$ cat src/rtl/resp_framer.sv
// Response packet framer: takes one descriptor (opcode, up to 8 payload bytes,
// length) and serializes it as opcode, 0x00, LEN lsb, LEN msb, payload bytes.
// LEN counts the 4 header bytes plus the clamped payload length.
module resp_framer #(
  parameter int MAX_PAYLOAD_P = 8
) (
  input  logic        clk,
  input  logic        rst_n,
  input  logic [7:0]  opcode_i,
  input  logic [63:0] data_i,
  input  logic [3:0]  len_i,
  input  logic        valid_i,
  output logic        ready_o,
  output logic [7:0]  data_o,
  output logic        valid_o,
  input  logic        ready_i,
  output logic        busy_o
);

  localparam logic [3:0] MaxLen = 4'(MAX_PAYLOAD_P);

  typedef enum logic [2:0] {
    S_IDLE,
    S_OPCODE,
    S_RESERVED,
    S_LSB,
    S_MSB,
    S_PAYLOAD
  } state_t;

  state_t      state_q, state_d;
  logic [7:0]  data_q, data_d;
  logic        valid_q, valid_d;
  logic [3:0]  cnt_q, cnt_d;
  logic [63:0] payload_q, payload_d;
  logic [3:0]  len_q, len_d;

  logic [3:0]  len_clamp;
  logic [15:0] len_field;
  logic [2:0]  nxt_idx;
  logic        hs;
  logic [7:0]  pay_byte [8];

  // Little-endian byte view of the captured payload word.
  for (genvar gi = 0; gi < 8; gi++) begin : g_bytes
    assign pay_byte[gi] = payload_q[8*gi +: 8];
  end

  assign len_clamp = (len_i > MaxLen) ? MaxLen : len_i;
  assign len_field = 16'd4 + {12'd0, len_q};
  assign nxt_idx   = cnt_q[2:0] + 3'd1;
  assign hs        = valid_q & ready_i;

  assign ready_o = (state_q == S_IDLE);
  assign busy_o  = (state_q != S_IDLE);
  assign data_o  = data_q;
  assign valid_o = valid_q;

  // State and output registers; reset aborts any packet in flight.
  always_ff @(posedge clk) begin
    if (!rst_n) begin
      state_q   <= S_IDLE;
      data_q    <= 8'h00;
      valid_q   <= 1'b0;
      cnt_q     <= 4'd0;
      payload_q <= 64'd0;
      len_q     <= 4'd0;
    end else begin
      state_q   <= state_d;
      data_q    <= data_d;
      valid_q   <= valid_d;
      cnt_q     <= cnt_d;
      payload_q <= payload_d;
      len_q     <= len_d;
    end
  end

  // Next-state logic: each state advances on a byte handshake and preloads
  // the following byte, so data_o/valid_o always come straight from flops.
  always_comb begin
    state_d   = state_q;
    data_d    = data_q;
    valid_d   = valid_q;
    cnt_d     = cnt_q;
    payload_d = payload_q;
    len_d     = len_q;
    case (state_q)
      S_IDLE: begin
        if (valid_i) begin
          payload_d = data_i;
          len_d     = len_clamp;
          data_d    = opcode_i;
          valid_d   = 1'b1;
          state_d   = S_OPCODE;
        end
      end
      S_OPCODE: begin
        if (hs) begin
          data_d  = 8'h00;
          state_d = S_RESERVED;
        end
      end
      S_RESERVED: begin
        if (hs) begin
          data_d  = len_field[7:0];
          state_d = S_LSB;
        end
      end
      S_LSB: begin
        if (hs) begin
          data_d  = len_field[15:8];
          state_d = S_MSB;
        end
      end
      S_MSB: begin
        if (hs) begin
          if (len_q == 4'd0) begin
            data_d  = 8'h00;
            valid_d = 1'b0;
            state_d = S_IDLE;
          end else begin
            data_d  = pay_byte[0];
            cnt_d   = 4'd0;
            state_d = S_PAYLOAD;
          end
        end
      end
      S_PAYLOAD: begin
        if (hs) begin
          if (cnt_q == len_q - 4'd1) begin
            data_d  = 8'h00;
            valid_d = 1'b0;
            cnt_d   = 4'd0;
            state_d = S_IDLE;
          end else begin
            data_d = pay_byte[nxt_idx];
            cnt_d  = cnt_q + 4'd1;
          end
        end
      end
      default: begin
        data_d  = 8'h00;
        valid_d = 1'b0;
        cnt_d   = 4'd0;
        state_d = S_IDLE;
      end
    endcase
  end

endmodule

$ cat config.mk
export PLATFORM = sky130hd
export DESIGN_NAME = resp_framer
export DESIGN_NICKNAME = d
export VERILOG_FILES = /design/src/rtl/resp_framer.sv
export SDC_FILE = /design/constraint.sdc
export NUM_CORES = 1
export LEC_CHECK = 0
export BUFFER_PORTS_ARGS = -buffer_cell sky130_fd_sc_hd__buf_2
export CELL_PAD_IN_SITES_DETAIL_PLACEMENT = 0
export CELL_PAD_IN_SITES_GLOBAL_PLACEMENT = 1
export CORE_UTILIZATION = 30
export CTS_CLUSTER_DIAMETER = 50
export CTS_CLUSTER_SIZE = 12
export DETAILED_ROUTE_END_ITERATION = 16
export PLACE_DENSITY = 0.62
export SYNTH_ARGS = -nofsm -noshare
export SYNTH_HDL_FRONTEND = slang
export SYNTH_SLANG_ARGS = --single-unit
$ cat constraint.sdc
create_clock -name clk -period 2.9 [get_ports clk]
set_input_delay 0 -clock clk [delete_from_list [all_inputs] [get_ports clk]]
set_output_delay 0 -clock clk [all_outputs]
set_load 0.02 [all_outputs]
* Yosys cells after proc, flatten, opt, wreduce, memory -nomap -nowiden
Index checks and enable logic that the tools add are counted.
** Cells by class
- Add/sub/neg operators :: 4
- Magnitude comparators :: 2
- Equality and inequality tests :: 15
- Mux-type cells :: 33
- Bitwise operators :: 4
- Reduce and logical (&&, ||, !) cells :: 10
** Operators with widths (count)
- $mux W8 :: 10
- $pmux W8 S6 :: 1
- $bmux W8 S3 :: 1
- $mux W3 :: 8
- $mux W4 :: 5
- $ne A2 B2 Y1 const B :: 9
- $pmux W3 S6 :: 1
- $pmux W4 S3 :: 1
- $reduce_and A6 Y1 :: 2
- $reduce_and A7 Y1 :: 1
- $eq A3 B2 Y1 const B :: 2
- $eq A3 B3 Y1 const B :: 2
- $add A3 B4 Y5 const A :: 1
- $mux W1 :: 5
- $add A4 B1 Y4 const B :: 1
- $eq A4 B4 Y1 :: 1
- $ge A4 B4 Y1 const B :: 1
- $gt A4 B4 Y1 const B :: 1
- $logic_not A4 Y1 :: 1
- $not A3 Y4 :: 1
- $pmux W1 S4 :: 1
- $reduce_and A4 Y1 :: 1
- $reduce_or A4 Y1 :: 1
- $sub A4 B1 Y4 const B :: 1
- other kinds (8) :: 9
** Storage, ports and cells
- Register bits after elaboration :: 84
- Input port bits :: 80
- Output and inout bits :: 11

* Longest topological paths before layout
- Depth after elaboration :: 8
- Gate-level depth with buffers :: 8
- Depth with buffers taken out :: 6

* Worst setup path after synthesis
No wires, ideal clock.
- Path kind :: register -> register
- From :: register cnt_q[1]
- To :: register data_q[1], in the netlist data_o[1]
- Library setup time :: 129 ps
- Data arrival time :: 1855 ps
- Required time :: 2771 ps
- Slack :: 916 ps
- Stages on the path, launching flop included :: 8
- Buffers on the path :: 2
- Cells stage by stage :: dfxtp_1 -> ha_1 -> buf_6 -> buf_6 -> mux2_2 -> mux4_1 -> o211ai_2 -> o211ai_2
** Between the ends
- Cells in the longest elaborated chain, start to end :: 8
** Ends and longest elaborated chain
- from (decl) :: line 34 : logic [3:0] cnt_q, cnt_d;
- from (signal assigned) :: line 72 : cnt_q <= cnt_d;
- $add A3 B1 Y3 :: line 51 : assign nxt_idx = cnt_q[2:0] + 3'd1;
- $not A3 Y4 (not written as such) :: line 136 : data_d = pay_byte[nxt_idx];
- $bmux W8 S3 :: line 136
- $mux W8 (not written as such) (2 in a row) :: line 136
- $mux W8 (*) :: line 130 : if (cnt_q == len_q - 4'd1) begin
- $mux W8 (*) :: line 129 : if (hs) begin
- $pmux W8 S6 (*) :: line 87 : case (state_q)
- to (signal assigned) :: line 70 : data_q <= data_d;
- to (decl) :: line 32 : logic [7:0] data_q, data_d;
Mark *: on every way between the ends. The rest lies on a longest branch, timed or not. The select of a mux whose other input is x is not followed.
A chain may end at the register's enable or synchronous reset.

* Worst setup path in the final report
- From :: register cnt_q[1]
- To :: register data_q[7], in the netlist data_o[7]
Same word-level chain as after synthesis.

==> impl_metrics.env <==
export IMPL_syn_area_mm2=0.004255
export IMPL_status="complete, no violations"
export IMPL_multi_input_area_mm2=0.002330
export IMPL_synthTopCellsByArea="dfxtp_1, nand2_1, a21oi_1"
export IMPL_endpoint_kind="flip-flop"
export IMPL_synth_top_flop_cell="dfxtp_1"
export IMPL_std_cell_rows=43
export IMPL_antenna_cells=0
export IMPL_routed_wl_mm=12.96
export IMPL_grt_first_pass_wirelength_mm=20.09
export IMPL_worstPathArrival_ns=2.48
export IMPL_die_y_um=121.1
export IMPL_grt_usage_pct=18.25
export IMPL_grt_max_degree=53
export IMPL_synth_simple_area_share_pct=17.97
export IMPL_final_period_utilization_pct=78.21
export IMPL_fin_crit_ns=2.268
export IMPL_post_route_drc_count=0
export IMPL_ys_types=53
export IMPL_ir_drop_uv=227.8
export IMPL_hold_class="in -> reg"
export IMPL_maxSlewHeadroom_pct=40.16
export IMPL_routed_via_density=4.935
export IMPL_synth_edf_count=0
export IMPL_ys_seq_area_share_pct=39.52
export IMPL_globalplace_congestion=0.7839
export IMPL_leakage_uw=0.002360
export IMPL_worstSetupPathType="reg -> reg"
export IMPL_ys_top_cells_by_count="nand2_1, dfxtp_1, a21oi_1, mux2_2, clkbuf_1"
export IMPL_clock_latency_ns=0.34
export IMPL_port_buffers=90
export IMPL_yosysTopAreaCell="dfxtp_1"
export IMPL_critical_path_max_fanout=27
export IMPL_preCtsSetupSlack_ns=0.6449
export IMPL_cts_hold_buf=69
export IMPL_finalHoldViolations=0
export IMPL_path_clk_slew_ns=0.06
export IMPL_post_cts_repair_setup_buffers=0
export IMPL_firstDrtPassIters=4
export IMPL_synth_top_cell_area_share_pct=39.52
export IMPL_root_buffer="clkbuf_16"
export IMPL_cts_tree="built"
export IMPL_fmax_mhz=440.9
export IMPL_synth_compound_area_share_pct=19.61
export IMPL_drt_iter0_drc=179
export IMPL_seqCellArea_mm2=0.001682
export IMPL_ant_nets=0
export IMPL_synth_top_family_by_area="compound AO/OA/AOI/OAI gates"
export IMPL_core_mm2=0.01388
export IMPL_setup_tns_ns=0
export IMPL_final_nets=710
export IMPL_syn_inst=485
export IMPL_setup_viol=0
export IMPL_p_per_area_mw_per_mm2=711.1
export IMPL_worstPathRequired_ns=3.11
export IMPL_grt_antenna_before_repair=0
export IMPL_syn_to_final_growth_pct=36.81
export IMPL_synth_warnings=0
export IMPL_grt_pass1_vias=3776
export IMPL_cts_num_sinks=84
export IMPL_synth_seq_cells=84
export IMPL_cts_buffers=9
export IMPL_cts_max_level=3
export IMPL_synth_most_common_cell="nand2_1"
export IMPL_cts_resized=0
export IMPL_grt_setup_unrepaired="no"
export IMPL_synth_xor_area_share_pct=1.764
export IMPL_syn_nets=570
export IMPL_max_cap_violations=0
export IMPL_worst_pin_slew_ns=0.8976
export IMPL_synthArstFlopShare_pct=0
export IMPL_synthAdderAreaFrac_pct=1.470
export IMPL_slew_viol_final=0
export IMPL_die_area_mm2=0.01467
export IMPL_drive_above_1_share_pct=24.92
export IMPL_worst_slack_ns=0.6320
export IMPL_initial_core_util_pct=30.66
export IMPL_crit_path_start_kind="flip-flop"
export IMPL_num_vias=3997
export IMPL_avgSynthCellArea_um2=8.774
export IMPL_grt_overflow=0
export IMPL_io_pins=91
export IMPL_clockBufferDepth=2
export IMPL_finClkSkew_ns=0.006155
export IMPL_synth_mux_area_share_pct=13.85
export IMPL_fill_cells=1425
export IMPL_dp_hpwl_mm=9.146
export IMPL_wire_per_inst_um=16.00
export IMPL_fp_dieW_um=121.1
-- registers in the layout, indices dropped and copies added (netlist names) --
register	cells
len_q	4
state_q	3
data_o	8
payload_q	64
valid_o	1
cnt_q	4
-- placed cells by master (no fill, tap or decap), drive strengths merged, types with 6 or more instances in the layout --
cell type,instances
a21oi,73
nand2,139
dfxtp,84
mux4,11
inv,7
mux2,27
dlygate4sd3,69
buf,101
clkbuf,12
o211ai,25
o221ai,6
-- per-layer routing --
| layer | share of wire [%] | track usage (%) | up-vias |
|---|---|---|---|
| met5 | 0 | 0 | - |
| met3 | 3.6 | 3.055 | 17 |
| met4 | 1.6 | 6.944 | 0 |
| li1 | - | - | 2001 |
| met1 | 45 | 23.56 | 1885 |
| met2 | 50 | 30.32 | 94 |
-- per-stage QoR --
step           cell area (um2)  cells  util [%]  hold slack (ns)  total power, uW
3_3_place_gp              4812    725     34.67           0.2455             2852
6_report                  5822    810     41.94          0.01917             4140
5_1_grt                   5822    810     41.94          0.03831             4373
4_1_cts                   5822    810     41.94          0.02084             4171
3_5_place_dp              4812    725     34.67           0.2480             2862
2_1_floorplan             4255    485         -           0.1360             2439
-- cell families (layout without fill, tap and decap cells) --
kind of cell | count (synthesis) | after routing
xor+xnor | 7 | 7
compound gates | 126 | 126
buf+inv | 49 | 194
mux | 38 | 38
fa+ha+maj | 5 | 5
simple gates | 176 | 176
flops | 84 | 84
-- layout make-up --
type,instances,share of cell area (%)
clock buffers,12,4.234
clock inverters,4,1.247
inverters,8,0.5158
multi-input cells,352,40.02
flip-flops and latches,84,28.88
well taps,180,3.868
repair buffers,170,21.23
-- critical path, stage by stage, from the launching register on --
cell	delay, ns
dfxtp_1	0.35
ha_1	0.29
buf_4	0.34
mux4_1	0.61
mux2_2	0.28
o211ai_1	0.11
o221ai_1	0.15
-- power breakdown --
part | leakage [uW] | switching (uW) | internal [uW] | total, uW
clock network | 0.000153 | 466 | 777 | 1240
logic | 0.00152 | 783 | 553 | 1340
registers | 0.000687 | 199 | 1360 | 1560
total | 0.00236 | 1450 | 2690 | 4140
-- worst paths after layout --
path / from / to / slack [ns] / depth (start not counted)
min: opcode_i[5] / data_o[5] / 0.02 / 3
max reg2reg: cnt_q[1] / data_o[7] / 0.63 / 6
max: cnt_q[1] / data_o[7] / 0.63 / 6
min reg2reg: payload_q[23] / payload_q[23] / 0.45 / 2
Power figures use the tool's default switching activity.
